===== config.mk =====
export PLATFORM = sky130hd
export DESIGN_NAME = sync_fifo
export DESIGN_NICKNAME = d
export VERILOG_FILES = /design/src/rtl/sync_fifo.sv
export SDC_FILE = /design/constraint.sdc
export NUM_CORES = 1
export LEC_CHECK = 0
export ABC_CLOCK_PERIOD_IN_PS = 5300
export CORE_ASPECT_RATIO = 0.9
export CORE_MARGIN = 1
export CORE_UTILIZATION = 41
export CTS_CLUSTER_SIZE = 8
export DETAILED_ROUTE_END_ITERATION = 6
export PLACE_DENSITY_LB_ADDON = 0.08
export SKIP_LAST_GASP = 1
export SLEW_MARGIN = 20
export SYNTH_ARGS = -nofsm -noshare
export SYNTH_HDL_FRONTEND = slang
export SYNTH_SLANG_ARGS = --single-unit

===== constraint.sdc =====
create_clock -name Clock -period 5.3 [get_ports Clock]
set_input_delay 1.06 -clock Clock [delete_from_list [all_inputs] [get_ports Clock]]
set_output_delay 1.06 -clock Clock [all_outputs]
set_load 0.02 [all_outputs]

===== src/rtl/sync_fifo.sv =====
// -----------------------------------------------------------------------------
// sync_fifo
// Single-clock FIFO on a one-read/one-write storage array with circular
// write and read pointers. Occupancy is tracked by a separate counter, which
// is the only thing that distinguishes full from empty (pointers carry no
// wrap bit). All outputs are registered; flags are derived from the
// next-state count so they always agree with oCount in the same cycle.
// -----------------------------------------------------------------------------
module sync_fifo #(
    parameter int DATA_WIDTH       = 8,
    parameter int ADDR_WIDTH       = 4,
    parameter int ALMOST_FULL_THR  = 12,
    parameter int ALMOST_EMPTY_THR = 2
) (
    input  logic                  Clock,
    input  logic                  Reset,
    input  logic                  iPush,
    input  logic [DATA_WIDTH-1:0] iDataIn,
    input  logic                  iPop,
    output logic [DATA_WIDTH-1:0] oDataOut,
    output logic                  oDataValid,
    output logic [ADDR_WIDTH:0]   oCount,
    output logic                  oFull,
    output logic                  oEmpty,
    output logic                  oAlmostFull,
    output logic                  oAlmostEmpty,
    output logic                  oOverflow,
    output logic                  oUnderflow
);

    localparam int CW    = ADDR_WIDTH + 1;
    localparam int DEPTH = 1 << ADDR_WIDTH;

    localparam logic [CW-1:0]         DEPTH_C   = CW'(DEPTH);
    localparam logic [CW-1:0]         COUNT_ONE = CW'(1);
    localparam logic [CW-1:0]         COUNT_ZERO = CW'(0);
    localparam logic [CW-1:0]         AF_THR_C  = CW'(ALMOST_FULL_THR);
    localparam logic [CW-1:0]         AE_THR_C  = CW'(ALMOST_EMPTY_THR);
    localparam logic [ADDR_WIDTH-1:0] PTR_ONE   = ADDR_WIDTH'(1);
    localparam logic [ADDR_WIDTH-1:0] PTR_ZERO  = ADDR_WIDTH'(0);
    localparam logic [DATA_WIDTH-1:0] DATA_ZERO = DATA_WIDTH'(0);

    // Storage array; deliberately never cleared by Reset.
    logic [DATA_WIDTH-1:0] mem_r [DEPTH];

    logic [ADDR_WIDTH-1:0] wptr_r;
    logic [ADDR_WIDTH-1:0] rptr_r;
    logic [CW-1:0]         count_r;

    logic                  pop_ok_s;
    logic                  push_ok_s;
    logic [CW-1:0]         count_nxt_s;
    logic [ADDR_WIDTH-1:0] wptr_nxt_s;
    logic [ADDR_WIDTH-1:0] rptr_nxt_s;

    // Acceptance decisions, taken against the pre-edge occupancy. A push into
    // a full FIFO is accepted only when a pop frees a slot on the same edge;
    // a pop from an empty FIFO is never accepted, so there is no bypass.
    always_comb begin
        pop_ok_s  = 1'b0;
        push_ok_s = 1'b0;
        if (iPop && (count_r != COUNT_ZERO)) begin
            pop_ok_s = 1'b1;
        end else begin
            pop_ok_s = 1'b0;
        end
        if (iPush && ((count_r != DEPTH_C) || pop_ok_s)) begin
            push_ok_s = 1'b1;
        end else begin
            push_ok_s = 1'b0;
        end
    end

    // Next-state count: push-only increments, pop-only decrements,
    // simultaneous or idle leaves it unchanged.
    always_comb begin
        count_nxt_s = count_r;
        case ({push_ok_s, pop_ok_s})
            2'b10:   count_nxt_s = count_r + COUNT_ONE;
            2'b01:   count_nxt_s = count_r - COUNT_ONE;
            default: count_nxt_s = count_r;
        endcase
    end

    // Next-state pointers; natural ADDR_WIDTH overflow gives the modulo-DEPTH wrap.
    always_comb begin
        wptr_nxt_s = wptr_r;
        rptr_nxt_s = rptr_r;
        if (push_ok_s) begin
            wptr_nxt_s = wptr_r + PTR_ONE;
        end else begin
            wptr_nxt_s = wptr_r;
        end
        if (pop_ok_s) begin
            rptr_nxt_s = rptr_r + PTR_ONE;
        end else begin
            rptr_nxt_s = rptr_r;
        end
    end

    // Storage write port; suppressed while Reset is asserted so a reset cycle
    // never leaves a stray word behind the freshly cleared pointers.
    always_ff @(posedge Clock) begin
        if (push_ok_s && !Reset) begin
            mem_r[wptr_r] <= iDataIn;
        end
    end

    // Pointer, count, read-data and status registers with synchronous reset.
    always_ff @(posedge Clock) begin
        if (Reset) begin
            wptr_r       <= PTR_ZERO;
            rptr_r       <= PTR_ZERO;
            count_r      <= COUNT_ZERO;
            oCount       <= COUNT_ZERO;
            oDataOut     <= DATA_ZERO;
            oDataValid   <= 1'b0;
            oEmpty       <= 1'b1;
            oFull        <= 1'b0;
            oAlmostFull  <= 1'b0;
            oAlmostEmpty <= 1'b1;
            oOverflow    <= 1'b0;
            oUnderflow   <= 1'b0;
        end else begin
            wptr_r       <= wptr_nxt_s;
            rptr_r       <= rptr_nxt_s;
            count_r      <= count_nxt_s;
            oCount       <= count_nxt_s;
            oEmpty       <= (count_nxt_s == COUNT_ZERO);
            oFull        <= (count_nxt_s == DEPTH_C);
            oAlmostFull  <= (count_nxt_s >= AF_THR_C);
            oAlmostEmpty <= (count_nxt_s <= AE_THR_C);
            oOverflow    <= iPush && !push_ok_s;
            oUnderflow   <= iPop && !pop_ok_s;
            if (pop_ok_s) begin
                oDataOut   <= mem_r[rptr_r];
                oDataValid <= 1'b1;
            end else begin
                oDataOut   <= oDataOut;
                oDataValid <= 1'b0;
            end
        end
    end

endmodule

==> flow_metrics.py, run 1 <==
metrics = {
    "outcome": {
        "status": "finished, final reports clean",
    },
    "routing": {
        "ant_nets": 0,
        "drc": 0,
        "dr.pass1.iters": 5,
        "wl_per_cell_um": 20.5,
        "via_count": 3377,
        "via_per_inst": 5.33,
        "first_iter_violations": 280,
        "wl_um": 13000,
    },
    "yosys": {
        "syn-cell-area_um2": 6340,
        "synth.most_common_cell": "edfxtp_1",
        "synth_top_area_share_pct": 60.6,
        "ys.flop_type": "edfxtp_1",
        "async_reset_ff_share_pct": 0,
        "synthTopCellsByArea": "edfxtp_1 61%, mux4_2 11%, dfxtp_1 8.8%",
        "ys_ff_latch": 156,
        "yosysWarnings": 0,
        "synth_largest_area_cell": "edfxtp_1",
        "netlist_instances": 387,
        "synth-edff-count": 128,
        "synth_area_per_cell_um2": 16.4,
        "syn-num-nets": 408,
        "synth_cell_types": 54,
        "synth_commonest_cells": "128 x edfxtp_1, 39 x nor2_1, 32 x mux4_2",
        "ys_seq_area_share_pct": 69.5,
    },
    "min_path": {
        "hp-start": "oDataOut[1]$_SDFFE_PP0N_",
        "hold_path.class": "flip-flop to flip-flop",
    },
    "global_routing": {
        "grt.total_usage_pct": 17.7,
        "antenna_found_initial": 0,
        "overflow": 0,
        "grt_first_pass_wirelength_um": 20000,
        "grt_start_max_net_pins": 36,
        "first_global_vias": 3386,
    },
    "worst_setup_path": {
        "critPathMaxStageDelay_ns": 0.80,
        "cp_max_fo": 16,
        "arrival_ns": 3.96,
        "path_cells": "clkdlybuf4s50_1, and2b_2, o21ai_1, inv_1, ha_1, nand2b_1, a21o_1, a31o_2, a211oi_2, and4bb_1",
        "timing.rr.start": "count_r[0]$_SDFF_PP0_",
        "required_ns": 5.61,
        "r2r_slack_ns": 2.03,
        "cp-start-kind": "primary input",
        "crit_start": "iPush",
        "crit_slowest_cell": "clkdlybuf4s50_1",
        "crit_type": "primary input to flip-flop",
        "worstSetupEndpointType": "flip-flop",
    },
    "sta": {
        "tns_ns": 0,
        "rsz0062_at_grt": "no",
        "post-route-period-util_pct": 68.7,
        "tightest_slew_ns": 0.883,
        "finalCriticalPeriod_ns": 3.64,
        "setup_viol": 0,
        "fin_skew_ns": 0.00767,
        "hold_viol": 0,
        "slew_headroom_pct": 40.9,
        "slew_viol_final": 0,
        "max_freq_ghz": 0.275,
    },
    "cells_and_area": {
        "stdcell_count": 633,
        "nets": 443,
        "regArea_um2": 4410,
        "diodes": 0,
        "area_delta_synth_final_pct": 16.4,
        "fillers": 1293,
        "drive_gt1_share_pct": 17.7,
        "finish.instance_area_um2": 7380,
        "fin_util_pct": 49.4,
        "multi_input_area_um2": 1780,
    },
    "clocking": {
        "ctsHoldBuffers": 0,
        "numCtsBuffers": 17,
        "clock_latency_ns": 0.42,
        "postCtsSetupRepairBufs": 0,
        "cts_sinks": 156,
        "h-tree-depth": 4,
        "clock-root-buffer": "clkbuf_16",
        "postCtsResizedCells": 0,
        "cts_tree": "done",
        "path_clk_slew_ns": 0.06,
        "cts_buffer_depth": 2,
    },
    "pwr": {
        "design_power_total_uw": 3470,
        "p_leak_uw": 0.00236,
        "peakVddDrop_uv": 224,
        "p_per_area_nw_per_um2": 470,
    },
    "die": {
        "core_area_um2": 14900,
        "fp.dieH_um": 120,
        "start_util_pct": 42.5,
        "num_io_pins": 32,
        "die_w_um": 133,
        "rows": 42,
        "die-area_um2": 16000,
    },
    "placed_design": {
        "dp.cells": 601,
        "place_congestion": 0.849,
        "placed_area_um2": 6820,
        "io_buffers": 31,
        "hpwl_um": 8110,
    },
    "job": {
        "cap_viol_max_count": 0,
    },
}
## cell type report
cell class | count | share of cell area [%]
Clock buffer | 20 | 5.92
Timing Repair Buffer | 38 | 4.92
Tap cell | 198 | 3.36
Clock inverter | 12 | 1.64
Sequential cell | 156 | 59.7
Inverter | 7 | 0.356
Multi-Input combinational cell | 202 | 24.1
## placed cells by master (no fill, tap or decap), drive strengths merged, types with 2 or more instances in the layout
cell / synthesis / layout
a211oi: 4 / 4
a21boi: 2 / 2
a21o: 2 / 2
a21oi: 23 / 23
a22oi: 16 / 16
a31o: 3 / 3
a31oi: 3 / 3
and2: 2 / 2
and2b: 3 / 3
buf: 8 / 7
bufinv: 0 / 2
clkbuf: 14 / 20
clkdlybuf4s50: 0 / 31
clkinv: 0 / 5
clkinvlp: 0 / 3
dfxtp: 28 / 28
edfxtp: 128 / 128
ha: 8 / 8
inv: 7 / 9
mux4: 32 / 32
nand2: 18 / 18
nand2b: 4 / 4
nand3: 2 / 2
nor2: 39 / 39
nor2b: 2 / 2
nor3: 5 / 5
nor4: 2 / 2
o21ai: 5 / 5
or3: 2 / 2
xnor2: 4 / 4
xor2: 5 / 5
## critical path: cells and delay by family
family | cells | cell delay, ns
compound gates | 4 | 0.96
fa+ha+maj | 1 | 0.35
buf+inv | 2 | 0.93
simple gates | 3 | 0.65
## where the power goes
part / switching (uW) / total [uW] / internal, uW / leakage, uW
clock: 466 / 1150 / 689 / 0.000263
combinational: 457 / 855 / 398 / 0.000717
sequential: 67.0 / 1460 / 1390 / 0.00138
## metal layers
metal | vias to the layer above | part of all wire (%) | global-route usage, %
met2 | 83 | 45 | 25.6
met1 | 1702 | 49 | 25.5
met5 | - | 0 | 0
met4 | 0 | 1.3 | 6.75
met3 | 13 | 4.5 | 4.60
li1 | 1579 | - | -
## cells by family after synthesis
kind of cell | share of synthesized area, %
mux | 11.4
fa+ha+maj | 1.90
buf+inv | 2.47
compound gates | 7.15
flops | 69.5
simple gates | 6.40
xor+xnor | 1.24
## worst paths after layout
check | to | cells past startpoint
max | oFull$_SDFF_PP0_ | 10
min | oDataOut[1]$_SDFFE_PP0N_ | 2
min reg2reg | oDataOut[1]$_SDFFE_PP0N_ | 2
max reg2reg | oFull$_SDFF_PP0_ | 9
## per-stage QoR
| step | worst slack [ns] | hold WS [ns] |
|---|---|---|
| 2_1_floorplan | 2.31 | 0.482 |
| 3_3_place_gp | 1.36 | 0.468 |
| 3_5_place_dp | 1.29 | 0.486 |
| 4_1_cts | 1.71 | 0.500 |
| 5_1_grt | 1.52 | 0.520 |
| 6_report | 1.66 | 0.491 |
## registers in the layout, indices dropped and copies added, names as in the netlist
register      cells
oFull             1
rptr_r            4
oDataOut          8
count_r           5
oAlmostFull       1
oOverflow         1
oUnderflow        1
oDataValid        1
oEmpty            1
oAlmostEmpty      1
mem_r           128
wptr_r            4
No activity file was read; power rests on OpenSTA's default activity.
==> run 2, diff against run 1 <==
- ABC_CLOCK_PERIOD_IN_PS: 5300 -> 3100
- clock period: 5.3 -> 3.1 ns (I/O delays scaled with it)
==> flow_metrics.py, run 2 (synthesized netlist as in run 1, its figures left out) <==
metrics = {
    "cells_and_area": {
        "largest_reg_flops": 128,
        "area_delta_synth_final_pct": 19.7,
        "regMostFlops": "mem_r",
        "multi_input_area_um2": 1780,
        "final_common_cell": "edfxtp_1",
        "fillers": 1288,
        "diodes": 0,
        "nets": 468,
        "regArea_um2": 4410,
        "reg_top3": "mem_r: 128 flops, oDataOut: 8 flops, count_r: 5 flops",
        "fin_util_pct": 50.8,
        "layout_common_cells": "128 x edfxtp_1, 39 x nor2_1, 32 x mux4_2",
        "drive_gt1_share_pct": 23.3,
    },
    "worst_setup_path": {
        "cp_max_fo": 5,
        "r2r_slack_ns": 0.27,
        "crit_slowest_cell": "or4_1",
        "arrival_ns": 3.14,
        "critPathMaxStageDelay_ns": 0.51,
        "required_ns": 3.41,
        "crit_type": "flip-flop to flip-flop",
        "path_cells": "or4_1, o21ai_1, inv_1, ha_1, nand2b_1, a21o_1, a31o_2, a211oi_2, and4bb_1",
        "cp-start-kind": "flip-flop",
        "worstSetupEndpointType": "flip-flop",
    },
    "global_routing": {
        "grt_first_pass_wirelength_um": 20600,
        "overflow": 0,
        "antenna_found_initial": 0,
        "grt.total_usage_pct": 18.2,
        "grt_start_max_net_pins": 36,
        "first_global_vias": 3477,
    },
    "outcome": {
        "status": "finished, final reports clean",
    },
    "clocking": {
        "clock_latency_ns": 0.43,
        "cts_buffer_depth": 2,
        "ctsHoldBuffers": 0,
        "numCtsBuffers": 17,
        "cts_sinks": 156,
        "cts_tree": "done",
        "postCtsSetupRepairBufs": 0,
        "path_clk_slew_ns": 0.06,
        "h-tree-depth": 4,
        "postCtsResizedCells": 0,
        "clock-root-buffer": "clkbuf_16",
    },
    "sta": {
        "rsz0062_at_grt": "no",
        "fin_skew_ns": 0.0130,
        "slew_viol_final": 0,
        "setup_viol": 0,
        "finalCriticalPeriod_ns": 2.83,
        "hold_viol": 0,
        "slew_headroom_pct": 49.0,
        "setup_ws_ns": 0.271,
        "post-route-period-util_pct": 91.3,
        "tightest_slew_ns": 0.766,
        "max_freq_ghz": 0.354,
    },
    "die": {
        "num_io_pins": 32,
        "start_util_pct": 42.5,
        "die-area_um2": 16000,
        "fp.dieH_um": 120,
        "core_area_um2": 14900,
        "die_w_um": 133,
        "rows": 42,
    },
    "routing": {
        "wl_per_cell_um": 20.3,
        "via_count": 3499,
        "ant_nets": 0,
        "drc": 0,
        "first_iter_violations": 313,
        "via_per_inst": 5.32,
        "wl_um": 13400,
        "dr.pass1.iters": 4,
    },
    "job": {
        "cap_viol_max_count": 0,
    },
    "pwr": {
        "p_per_area_nw_per_um2": 792,
        "p_leak_uw": 0.00251,
        "peakVddDrop_uv": 436,
    },
    "min_path": {
        "hold_path.class": "flip-flop to flip-flop",
    },
    "placed_design": {
        "io_buffers": 31,
        "dpl_worst_slack_ns": -0.0804,
        "place_congestion": 0.822,
        "hpwl_um": 8580,
    },
}
## run 2: cell count changes in the layout (fill, tap and decap cells not counted), sizes merged
cell      change
clkinv        +2
clkinvlp      -3
inv           +4
bufinv        -1
clkbuf        -2
buf          +25
## run 2: final timing paths
path                             from                  endpoint  cells after the start
max             count_r[3]$_SDFF_PP0_          oFull$_SDFF_PP0_                      9
max reg2reg     count_r[3]$_SDFF_PP0_          oFull$_SDFF_PP0_                      9
min reg2reg  oDataOut[7]$_SDFFE_PP0N_  oDataOut[7]$_SDFFE_PP0N_                      2
min          oDataOut[7]$_SDFFE_PP0N_  oDataOut[7]$_SDFFE_PP0N_                      2
## run 2: where the power goes
part	total, uW	internal (uW)	switching (uW)
logic	1580	752	825
registers	2460	2370	82.4
clock network	1970	1120	851
## run 2: through the flow
step                      instances  setup TNS [ns]  hold WS [ns]  instance area, um2  total power [uW]
after floorplan                 387               0         0.482                6340              3590
after global placement          626        -0.00707         0.469                7020              4090
after detailed placement        626          -0.123         0.493                7020              4100
after CTS                       658               0         0.508                7580              6080
after global routing            658               0         0.530                7580              6310
final                           658               0         0.500                7580              6010
## run 2: layout make-up
class | instances | area share, %
Clock inverter | 14 | 1.78
Clock buffer | 18 | 5.66
Multi-Input combinational cell | 202 | 23.4
Tap cell | 198 | 3.27
Sequential cell | 156 | 58.1
Timing Repair Buffer | 63 | 7.42
Inverter | 7 | 0.346
## run 2: layer usage
layer / global-route usage, % / share of wire (%) / routed length, um
met1: 26.4 / 48 / 6420
met2: 26.8 / 45 / 6050
met3: 4.06 / 5.1 / 685
met4: 7.04 / 1.7 / 221
met5: 0 / 0 / 0
## run 2: worst max-delay path, delay by kind of cell (launching register included)
family | cells | cell delay (ns)
AND/OR/NAND/NOR | 3 | 0.85
AO/OA/AOI/OAI | 4 | 1.06
adder cells (fa/ha/maj) | 1 | 0.31
flip-flops | 1 | 0.37
buffers and inverters | 1 | 0.12
==> run 3, diff against run 2 <==
- CORE_ASPECT_RATIO: 0.9 -> not set
- HOLD_SLACK_MARGIN: not set -> 0.15
==> flow_metrics.py, run 3 (synthesized netlist as in run 1, its figures left out) <==
metrics = {
    "sta": {
        "rsz0062_at_grt": "no",
        "fin_skew_ns": 0.00640,
        "finalCriticalPeriod_ns": 2.79,
        "tightest_slew_ns": 0.852,
        "max_freq_ghz": 0.358,
        "fin_hold_ws_ns": 0.493,
        "post-route-period-util_pct": 90.1,
        "setup_ws_ns": 0.306,
        "slew_viol_final": 0,
        "slew_headroom_pct": 43.1,
        "setup_viol": 0,
        "hold_viol": 0,
    },
    "global_routing": {
        "first_global_vias": 3548,
        "overflow": 0,
        "grt.total_usage_pct": 17.9,
        "grt_start_max_net_pins": 36,
        "antenna_found_initial": 0,
        "grt_first_pass_wirelength_um": 20200,
    },
    "clocking": {
        "ctsHoldBuffers": 0,
        "postCtsSetupRepairBufs": 0,
        "h-tree-depth": 4,
        "numCtsBuffers": 17,
        "path_clk_slew_ns": 0.06,
        "cts_buffer_depth": 2,
        "postCtsResizedCells": 0,
        "cts_sinks": 156,
        "cts_tree": "done",
        "clock_latency_ns": 0.42,
        "clock-root-buffer": "clkbuf_16",
    },
    "worst_setup_path": {
        "worstSetupEndpointType": "flip-flop",
        "crit_path_end": "oEmpty$_SDFF_PP1_",
        "required_ns": 3.42,
        "arrival_ns": 3.11,
        "worstRegToRegCells": 10,
        "cp-start-kind": "flip-flop",
        "r2r_slack_ns": 0.31,
        "cp_max_fo": 5,
        "crit_start": "count_r[3]$_SDFF_PP0_",
        "r2r_end": "oEmpty$_SDFF_PP1_",
        "crit_type": "flip-flop to flip-flop",
        "timing.rr.start": "count_r[3]$_SDFF_PP0_",
    },
    "placed_design": {
        "io_buffers": 31,
        "hpwl_um": 8230,
        "dpl_worst_slack_ns": -0.0347,
        "place_congestion": 0.874,
        "dp.cells": 620,
        "placed_area_um2": 7050,
    },
    "cells_and_area": {
        "area_delta_synth_final_pct": 20.9,
        "diodes": 0,
        "finish.instance_area_um2": 7660,
        "layout_common_cells": "128 x edfxtp_1, 39 x nor2_1, 34 x buf_4",
        "regMostFlops": "mem_r",
        "stdcell_count": 652,
        "reg_top3": "mem_r: 128 flops, oDataOut: 8 flops, count_r: 5 flops",
        "nets": 472,
        "largest_reg_flops": 128,
        "drive_gt1_share_pct": 23.9,
        "final_common_cell": "edfxtp_1",
    },
    "routing": {
        "first_iter_violations": 257,
        "ant_nets": 0,
        "via_per_inst": 5.31,
        "drc": 0,
        "dr.pass1.iters": 4,
        "wl_per_cell_um": 19.9,
        "via_count": 3465,
        "wl_um": 13000,
    },
    "pwr": {
        "p_per_area_nw_per_um2": 805,
        "peakVddDrop_uv": 555,
        "p_leak_uw": 0.00255,
    },
    "job": {
        "cap_viol_max_count": 0,
    },
    "min_path": {
        "hold_path.class": "flip-flop to flip-flop",
    },
    "die": {
        "start_util_pct": 41.9,
        "rows": 45,
        "fp.dieH_um": 126,
        "core_area_um2": 15100,
        "die_w_um": 126,
        "die-area_um2": 16000,
        "num_io_pins": 32,
    },
    "outcome": {
        "status": "finished, final reports clean",
    },
}
[run 3: area by class of cell]
class / count / area, um2
Clock buffer: 17 / 425
Clock inverter: 15 / 186
Fill cell: 1227 / 7480
Inverter: 7 / 26.3
Multi-Input combinational cell: 202 / 1780
Sequential cell: 156 / 4410
Tap cell: 188 / 235
Timing Repair Buffer: 67 / 606
[run 3: worst max-delay path: stages, from the launching register on]
cell	delay, ns
dfxtp_1	0.35
or4_1	0.51
o21ai_1	0.26
inv_1	0.13
ha_1	0.31
buf_4	0.15
xor2_1	0.15
a311oi_1	0.29
a311o_1	0.23
a21oi_2	0.05
a31o_2	0.25
[run 3: how the worst min path moves through the flow]
| stage | from | depth (start not counted) | end |
|---|---|---|---|
| after floorplan | wptr_r[1]$_SDFFE_PP0P_ | 2 | wptr_r[1]$_SDFFE_PP0P_ |
| after global placement | oDataOut[6]$_SDFFE_PP0N_ | 2 | oDataOut[6]$_SDFFE_PP0N_ |
| after detailed placement | oDataOut[6]$_SDFFE_PP0N_ | 2 | oDataOut[6]$_SDFFE_PP0N_ |
| after CTS | oDataOut[5]$_SDFFE_PP0N_ | 2 | oDataOut[5]$_SDFFE_PP0N_ |
| after global routing | oDataOut[4]$_SDFFE_PP0N_ | 2 | oDataOut[4]$_SDFFE_PP0N_ |
| final | oDataOut[4]$_SDFFE_PP0N_ | 2 | oDataOut[4]$_SDFFE_PP0N_ |
[run 3: per-stage QoR]
stage               total power, uW  util (%)  setup TNS (ns)
detailed placement             4110      46.6         -0.0564
global placement               4110      46.6               0
finish                         6170      50.6               0
floorplan                      3590         -               0
CTS                            6240      50.6               0
global route                   6450      50.6               0
[run 3: layer usage]
layer / part of all wire [%] / vias to the layer above / global-route usage (%)
met5: 0 / - / 0
met3: 3.4 / 17 / 4.98
met4: 1.9 / 0 / 7.30
li1: - / 1647 / -
met2: 50 / 65 / 29.3
met1: 45 / 1736 / 22.5
[run 3: where the power goes]
| part | leakage, uW | switching [uW] | internal, uW |
|---|---|---|---|
| combinational | 0.000874 | 834 | 777 |
| sequential | 0.00138 | 58.6 | 2370 |
| clock | 0.000294 | 845 | 1280 |
| total | 0.00255 | 1740 | 4430 |
